===== config.mk =====
export PLATFORM = sky130hd
export DESIGN_NAME = fetch_unit
export DESIGN_NICKNAME = d
export VERILOG_FILES = /design/src/rtl/fetch_pkg.sv /design/src/rtl/fetch_btb.sv /design/src/rtl/fetch_unit.sv
export SDC_FILE = /design/constraint.sdc
export NUM_CORES = 1
export LEC_CHECK = 0
export CAP_MARGIN = 20
export CORE_MARGIN = 2
export CORE_UTILIZATION = 39
export DETAILED_ROUTE_END_ITERATION = 8
export PLACE_DENSITY_LB_ADDON = 0.08
export RECOVER_POWER = 50
export REMOVE_ABC_BUFFERS = 1
export SYNTH_ARGS = -nofsm -noshare
export SYNTH_HDL_FRONTEND = slang
export SYNTH_SLANG_ARGS = --single-unit

===== constraint.sdc =====
create_clock -name clk_i -period 8.5 [get_ports clk_i]
set_input_delay 0.85 -clock clk_i [delete_from_list [all_inputs] [get_ports clk_i]]
set_output_delay 0.85 -clock clk_i [all_outputs]
set_load 0.02 [all_outputs]

===== src/rtl/fetch_pkg.sv =====
`default_nettype none
// ============================================================================
//  Module   : fetch_pkg
//  Purpose  : Shared constants and types for the instruction-fetch unit:
//             reset PC default, NOP encoding, FSM state encoding, BTB entry.
//  Revision : 1.0  initial release
// ============================================================================
package fetch_pkg;

  localparam logic [31:0] RESET_PC_DEFAULT = 32'h0000_1000;
  localparam logic [31:0] NOP_INSTR        = 32'h0000_0013;  // addi x0, x0, 0

  typedef enum logic [1:0] {
    ST_REQ   = 2'd0,
    ST_WAIT  = 2'd1,
    ST_OUT   = 2'd2,
    ST_DRAIN = 2'd3
  } fetch_state_t;

  typedef struct packed {
    logic        valid;
    logic [31:0] tag;
    logic [31:0] target;
    logic [1:0]  ctr;
  } btb_entry_t;

  // Saturating 2-bit direction counter step.
  function automatic logic [1:0] ctr_train(input logic [1:0] ctr, input logic taken);
    if (taken) begin
      return (ctr == 2'b11) ? ctr : ctr + 2'd1;
    end
    return (ctr == 2'b00) ? ctr : ctr - 2'd1;
  endfunction

endpackage
`default_nettype wire


===== src/rtl/fetch_btb.sv =====
`default_nettype none
// ============================================================================
//  Module   : fetch_btb
//  Purpose  : Direct-mapped branch target buffer with full-PC tags and a
//             2-bit direction counter per entry. Combinational lookup,
//             registered update (an update is visible from the next cycle).
//             Only instantiated when FETCH_BTB_EN is defined.
//  Revision : 1.0  initial release
// ============================================================================
module fetch_btb
  import fetch_pkg::*;
#(
  parameter int BTB_IDX_W = 4
) (
  input  logic        clk,
  input  logic        rst,
  input  logic [31:0] lookup_pc,
  output logic        hit,
  output logic        taken,
  output logic [31:0] target,
  input  logic        update,
  input  logic [31:0] update_pc,
  input  logic [31:0] update_target,
  input  logic        update_taken
);

  localparam int ENTRIES = 1 << BTB_IDX_W;

  btb_entry_t           entries [ENTRIES];
  logic [BTB_IDX_W-1:0] lookup_idx;
  logic [BTB_IDX_W-1:0] update_idx;
  btb_entry_t           lookup_entry;
  btb_entry_t           update_old;
  btb_entry_t           update_new;

  // Lookup: index on word address bits, hit only on an exact PC tag match.
  always_comb begin
    lookup_idx   = lookup_pc[BTB_IDX_W+1:2];
    lookup_entry = entries[lookup_idx];
    hit          = lookup_entry.valid && (lookup_entry.tag == lookup_pc);
    taken        = hit && lookup_entry.ctr[1];
    target       = lookup_entry.target;
  end

  // Build the replacement entry: train an existing match, else allocate fresh.
  always_comb begin
    update_idx        = update_pc[BTB_IDX_W+1:2];
    update_old        = entries[update_idx];
    update_new.valid  = 1'b1;
    update_new.tag    = update_pc;
    update_new.target = update_target;
    if (update_old.valid && (update_old.tag == update_pc)) begin
      update_new.ctr = ctr_train(update_old.ctr, update_taken);
    end else begin
      update_new.ctr = update_taken ? 2'b10 : 2'b01;
    end
  end

  // Entry storage; all entries invalid out of reset.
  always_ff @(posedge clk or posedge rst) begin
    if (rst) begin
      for (int i = 0; i < ENTRIES; i++) begin
        entries[i] <= '0;
      end
    end else if (update) begin
      entries[update_idx] <= update_new;
    end
  end

endmodule
`default_nettype wire


===== src/rtl/fetch_unit.sv =====
`default_nettype none
// ============================================================================
//  Module   : fetch_unit
//  Purpose  : Instruction-fetch producer. Owns the PC, runs a single-
//             outstanding req/resp handshake with the I-cache and presents
//             one instruction at a time to decode. Execute redirects flush
//             fetch and any response still in flight is drained and dropped.
//             Define FETCH_BTB_EN to add a direct-mapped BTB predictor;
//             without it fetch always predicts PC+4.
//  Revision : 1.0  initial release
// ============================================================================
module fetch_unit
  import fetch_pkg::*;
#(
  parameter logic [31:0] RESET_PC  = RESET_PC_DEFAULT,
  parameter int          BTB_IDX_W = 4
) (
  input  logic        clk_i,
  input  logic        rst_i,
  input  logic        stall_core_i,
  input  logic        redirect_i,
  input  logic [31:0] redirect_pc_i,
  output logic        icache_req_valid_o,
  input  logic        icache_req_ready_i,
  output logic [31:0] icache_req_addr_o,
  input  logic        icache_resp_valid_i,
  input  logic [31:0] icache_resp_data_i,
  input  logic        icache_resp_fault_i,
  output logic        fetch_valid_o,
  output logic [31:0] fetch_instr_o,
  output logic [31:0] fetch_pc_o,
  output logic [31:0] fetch_pred_pc_o,
  output logic        fetch_prediction_o,
  output logic        fetch_taken_o,
  output logic        fetch_misaligned_instr_exc_o,
  output logic        fetch_instr_fault_exc_o,
  input  logic        bp_update_i,
  input  logic [31:0] bp_update_pc_i,
  input  logic [31:0] bp_update_target_i,
  input  logic        bp_update_taken_i
);

  fetch_state_t state;
  fetch_state_t state_next;
  logic [31:0]  pc;
  logic         live;            // low during and on the first edge after reset
  logic         aligned;
  logic         req_fire;
  logic         response_owed;   // a response will still arrive after this cycle
  logic         load_resp;
  logic         load_misaligned;
  logic         lookup_hit;
  logic         lookup_taken;
  logic [31:0]  lookup_target;
  logic [31:0]  pred_pc;

  assign aligned            = (pc[1:0] == 2'b00);
  assign icache_req_valid_o = (state == ST_REQ) && live && aligned;
  assign icache_req_addr_o  = icache_req_valid_o ? pc : 32'h0;
  assign req_fire           = icache_req_valid_o && icache_req_ready_i;
  assign fetch_valid_o      = (state == ST_OUT);

  // Redirecting into DRAIN only when a response is genuinely still owed;
  // a response landing in the redirect cycle itself is already consumed,
  // so waiting for another one would never end.
  assign response_owed = req_fire
                      || (((state == ST_WAIT) || (state == ST_DRAIN)) && !icache_resp_valid_i);

`ifdef FETCH_BTB_EN
  fetch_btb #(
    .BTB_IDX_W (BTB_IDX_W)
  ) u_btb (
    .clk           (clk_i),
    .rst           (rst_i),
    .lookup_pc     (pc),
    .hit           (lookup_hit),
    .taken         (lookup_taken),
    .target        (lookup_target),
    .update        (bp_update_i),
    .update_pc     (bp_update_pc_i),
    .update_target (bp_update_target_i),
    .update_taken  (bp_update_taken_i)
  );
`else
  assign lookup_hit    = 1'b0;
  assign lookup_taken  = 1'b0;
  assign lookup_target = 32'h0;

  logic unused_bp;
  assign unused_bp = &{1'b0, bp_update_i, bp_update_pc_i, bp_update_target_i,
                       bp_update_taken_i, pc[BTB_IDX_W+1:2]};
`endif

  // The prediction is captured as the instruction enters presentation so a
  // predictor update during a stall cannot disturb the held outputs.
  assign pred_pc = lookup_taken ? lookup_target : pc + 32'd4;

  // State register.
  always_ff @(posedge clk_i or posedge rst_i) begin
    if (rst_i) begin
      state <= ST_REQ;
    end else begin
      state <= state_next;
    end
  end

  // Next-state and capture decode; redirect overrides stall and response.
  always_comb begin
    state_next      = state;
    load_resp       = 1'b0;
    load_misaligned = 1'b0;
    if (redirect_i) begin
      state_next = response_owed ? ST_DRAIN : ST_REQ;
    end else begin
      case (state)
        ST_REQ: begin
          if (live) begin
            if (!aligned) begin
              load_misaligned = 1'b1;
              state_next      = ST_OUT;
            end else if (icache_req_ready_i) begin
              state_next = ST_WAIT;
            end
          end
        end
        ST_WAIT: begin
          if (icache_resp_valid_i) begin
            load_resp  = 1'b1;
            state_next = ST_OUT;
          end
        end
        ST_OUT: begin
          if (!stall_core_i) begin
            state_next = ST_REQ;
          end
        end
        ST_DRAIN: begin
          if (icache_resp_valid_i) begin
            state_next = ST_REQ;
          end
        end
        default: state_next = ST_REQ;
      endcase
    end
  end

  // PC and presentation registers.
  always_ff @(posedge clk_i or posedge rst_i) begin
    if (rst_i) begin
      pc                           <= RESET_PC;
      live                         <= 1'b0;
      fetch_instr_o                <= 32'h0;
      fetch_pc_o                   <= 32'h0;
      fetch_pred_pc_o              <= 32'h0;
      fetch_prediction_o           <= 1'b0;
      fetch_taken_o                <= 1'b0;
      fetch_misaligned_instr_exc_o <= 1'b0;
      fetch_instr_fault_exc_o      <= 1'b0;
    end else begin
      live <= 1'b1;
      if (redirect_i) begin
        pc <= redirect_pc_i;
      end else if ((state == ST_OUT) && !stall_core_i) begin
        pc <= fetch_pred_pc_o;
      end
      if (load_resp || load_misaligned) begin
        fetch_pc_o                   <= pc;
        fetch_instr_o                <= load_misaligned ? NOP_INSTR : icache_resp_data_i;
        fetch_instr_fault_exc_o      <= load_resp && icache_resp_fault_i;
        fetch_misaligned_instr_exc_o <= load_misaligned;
        fetch_pred_pc_o              <= pred_pc;
        fetch_prediction_o           <= lookup_hit;
        fetch_taken_o                <= lookup_taken;
      end
    end
  end

endmodule
`default_nettype wire


==> impl_metrics.yaml <==
global_routing:
  grt_pass1_wl_um: 26280
  first_global_vias: 5067
  grt.total_usage_pct: 20.38
  grt_max_degree: 75
  grt_use_met2_pct: 33.26
  grt-ovfl-total: 0
  met3_usage_pct: 5.322
  top_usage_layer: "met2"
  antenna_found_initial: 0
  grt_use_met1_pct: 26.72
sta:
  fmax_mhz: 224.4
  relSlewSlack_pct: -118.9
  final-max-slew-violation-count: 145
  rsz0062_at_grt: "false"
  skew_ps: 7.728
  hold_violations: 0
  fin_setup_tns_ps: 0
  setup_viol: 0
  post-route-period-util_pct: 52.43
  fin_crit_ps: 4457
  worst_pin_slew_ps: 3266
route:
  viasPerCell: 5.152
  ant_nets: 0
  drc: 0
  routedWlPerCell_um: 16.76
  first_pass_iters: 4
  routed_wl_um: 16580
  drt_first_iter_violations: 296
  vias: 5095
power_and_ir_drop:
  p_leak_uw: 0.003915
  clock_power_share_pct: 25.4
  switchingPower_uw: 940.8
  p_int_uw: 1668
  powerDensity_mw_per_mm2: 302.5
  pwr-share-seq_pct: 37.9
  power.share.combinational_pct: 36.7
  p_sw_share_pct: 36.07
  peakVddDrop_mv: 0.1534
worst_setup_path:
  crit_chain: "buf_2 > clkbuf_1 > nor4b_1 > a21o_2 > buf_4 > o211a_1 > a211o_1"
  required_ps: 8800
  critPathMaxStageDelay_ps: 2020
  crit_slowest_cell: "clkbuf_1"
  cp_max_fo: 69
  startpoint_type: "input port"
  cp.arrival_ps: 4760
  rrSetupSlack_ps: 5780
  critPathKind: "input port to flip-flop"
  rr_worst_depth: 5
  end_kind: "flip-flop"
finish:
  nets: 928
  final_util_pct: 56.94
  drive_gt1_share_pct: 6.242
  diodes: 0
  multi_input_area_mm2: 0.002487
  final.fill_count: 1336
  area_growth_pct: 43.02
  seq_area_mm2: 0.003279
floorplan:
  pin_count: 271
  coreArea_mm2: 0.01515
  fp.dieH_um: 128.3
  design.die.area_mm2: 0.01647
  rows: 45
  start_util_pct: 39.81
  fp.dieW_um: 128.3
synth:
  ys_seq_area_share_pct: 54.39
  synth_cell_type_count: 52
  synth_edf_count: 0
  ys.flop_type: "dfrtp_1"
  ys_warn_count: 0
  synthCells: 615
  avgSynthCellArea_um2: 9.804
  async_flop_share_pct: 100.0
  yosys_register_bits: 131
  netlist_area_mm2: 0.006030
placed_design:
  routabilityCongestion: 0.7814
  port_buffers: 200
  place_hpwl_um: 10950
worst_hold_path:
  hp-class: "flip-flop to flip-flop"
  min_path_cells: 2
clock_network:
  clock-sinks: 131
  htreeDepth: 4
  postCtsSetupRepairBufs: 0
  clk-insertion-delay-late_ps: 410
  hold_buffers: 0
  cts_tree: "built"
  root_buffer: "clkbuf_16"
  cts_made_buffers: 17
  ctsResizeCount: 0
  clk_pin_slew_worst_paths_ps: 60
  clockBufferDepth: 2
flow_run:
  maxCapViolations: 2
run_status:
  status: "finished, violations left"
  violations: "max-capacitance violations, max-slew violations"
## per-layer routing
metal / wire, um / up-vias / part of all wire, %
li1: - / 2477 / -
met1: 7549 / 2427 / 46
met2: 7827 / 175 / 47
met3: 1026 / 16 / 6.2
met4: 171 / 0 / 1.0
met5: 0 / - / 0
## area by class of cell
cell class	count	area share [%]
well taps	188	2.728
repair buffers	209	23.85
inverters	6	0.2757
clock inverters	5	0.2902
flip-flops and latches	131	38.03
clock buffers	25	5.978
multi-input cells	425	28.85
## registers in the layout, summed over array words and instances (netlist names)
signal                        count
fetch_pc_o                       32
pc                               32
live                              1
state                             2
fetch_instr_fault_exc_o           1
fetch_pred_pc_o                  30
fetch_instr_o                    32
fetch_misaligned_instr_exc_o      1
## synthesized netlist by cell type, types with 2 or more instances
| cell type | number | area [um^2] |
|---|---|---|
| nand4_4 | 2 | 42.54 |
| nand3_1 | 11 | 55.05 |
| conb_1 | 2 | 7.510 |
| inv_1 | 6 | 22.52 |
| nor4_1 | 2 | 12.51 |
| buf_2 | 4 | 20.02 |
| nand4_1 | 5 | 31.28 |
| and3_1 | 30 | 187.7 |
| a21oi_1 | 4 | 20.02 |
| o21ai_0 | 42 | 210.2 |
| nor2_1 | 21 | 78.83 |
| xnor2_1 | 9 | 78.83 |
| nor2b_1 | 2 | 12.51 |
| or4_1 | 10 | 75.07 |
| nor3_1 | 5 | 25.02 |
| o22a_1 | 3 | 26.28 |
| a22o_1 | 31 | 271.5 |
| buf_4 | 10 | 75.07 |
| xor2_1 | 4 | 35.03 |
| clkbuf_1 | 38 | 142.6 |
| clkbuf_8 | 2 | 27.53 |
| dfrtp_1 | 130 | 3253 |
| a31oi_1 | 13 | 81.33 |
| or3_1 | 8 | 50.05 |
| mux2i_1 | 29 | 290.3 |
| o31ai_1 | 4 | 30.03 |
| o21ai_1 | 17 | 85.08 |
| nand2_1 | 147 | 551.8 |
## power by group through the flow
stage | sequential [uW] | combinational (uW) | clock (uW)
after floorplan | 1200 | 286 | 0
after global placement | 996 | 1030 | 0
after detailed placement | 1010 | 1030 | 0
after CTS | 998 | 1040 | 680
after global routing | 1020 | 1040 | 704
final | 988 | 957 | 663
## final timing paths
check                              start                  end
max                           redirect_i  fetch_pred_pc_o[24]
min in group asynchronous          rst_i    fetch_instr_o[13]
max in group asynchronous          rst_i                pc[7]
max reg2reg                     state[0]  fetch_pred_pc_o[24]
min                        fetch_pc_o[7]        fetch_pc_o[7]
min reg2reg                fetch_pc_o[7]        fetch_pc_o[7]
## through the flow
stage | setup slack [ps] | hold WS, ps | total power [uW] | instances | cell area (um^2)
final | 4043 | 455.9 | 2608 | 989 | 8623
after global routing | 3509 | 472.7 | 2762 | 989 | 8623
after CTS | 5136 | 467.6 | 2718 | 989 | 8645
after detailed placement | 4897 | 454.9 | 2040 | 959 | 8104
after global placement | 4938 | 449.5 | 2023 | 959 | 8104
after floorplan | 1395 | 487.3 | 1490 | 562 | 5759
## layout by cell type (no fill, tap or decap), types with 2 or more instances in the layout
cell,n
clkbuf_16,17
and3_1,30
clkinv_2,5
clkbuf_1,4
a31oi_1,13
or3_1,8
inv_1,5
xnor2_1,9
a22o_1,31
xor2_1,4
dlygate4sd3_1,100
or4_1,10
nand4_4,2
nand2_1,147
o31ai_1,4
clkdlybuf4s50_1,99
nand4_1,5
conb_1,5
o21ai_1,17
o22a_1,3
nor4_1,2
buf_4,7
mux2i_1,29
nor2_1,21
clkbuf_8,6
nand3_1,11
o21ai_0,42
nor3_1,5
dfrtp_1,130
a21oi_1,3
## critical path: cells and delay by family
family,cells,cell delay [ps]
buf+inv,3,2440
compound gates,3,1010
simple gates,1,410
## kinds of logic (layout without fill, tap and decap cells)
kind of cell             count (synthesis)  in the layout  share of synthesized area, %
AND/OR/NAND/NOR                        254            254                         20.21
flip-flops                             131            131                         54.39
AO/OA/AOI/OAI                          122            122                         13.14
buffers and inverters                   62            245                         5.043
multiplexers                            30             30                         5.001
XOR/XNOR                                13             13                         1.888
other                                    2              5                        0.1246
adder cells (fa/ha/maj)                  1              1                        0.2075
No activity file was read; power rests on OpenSTA's default activity.
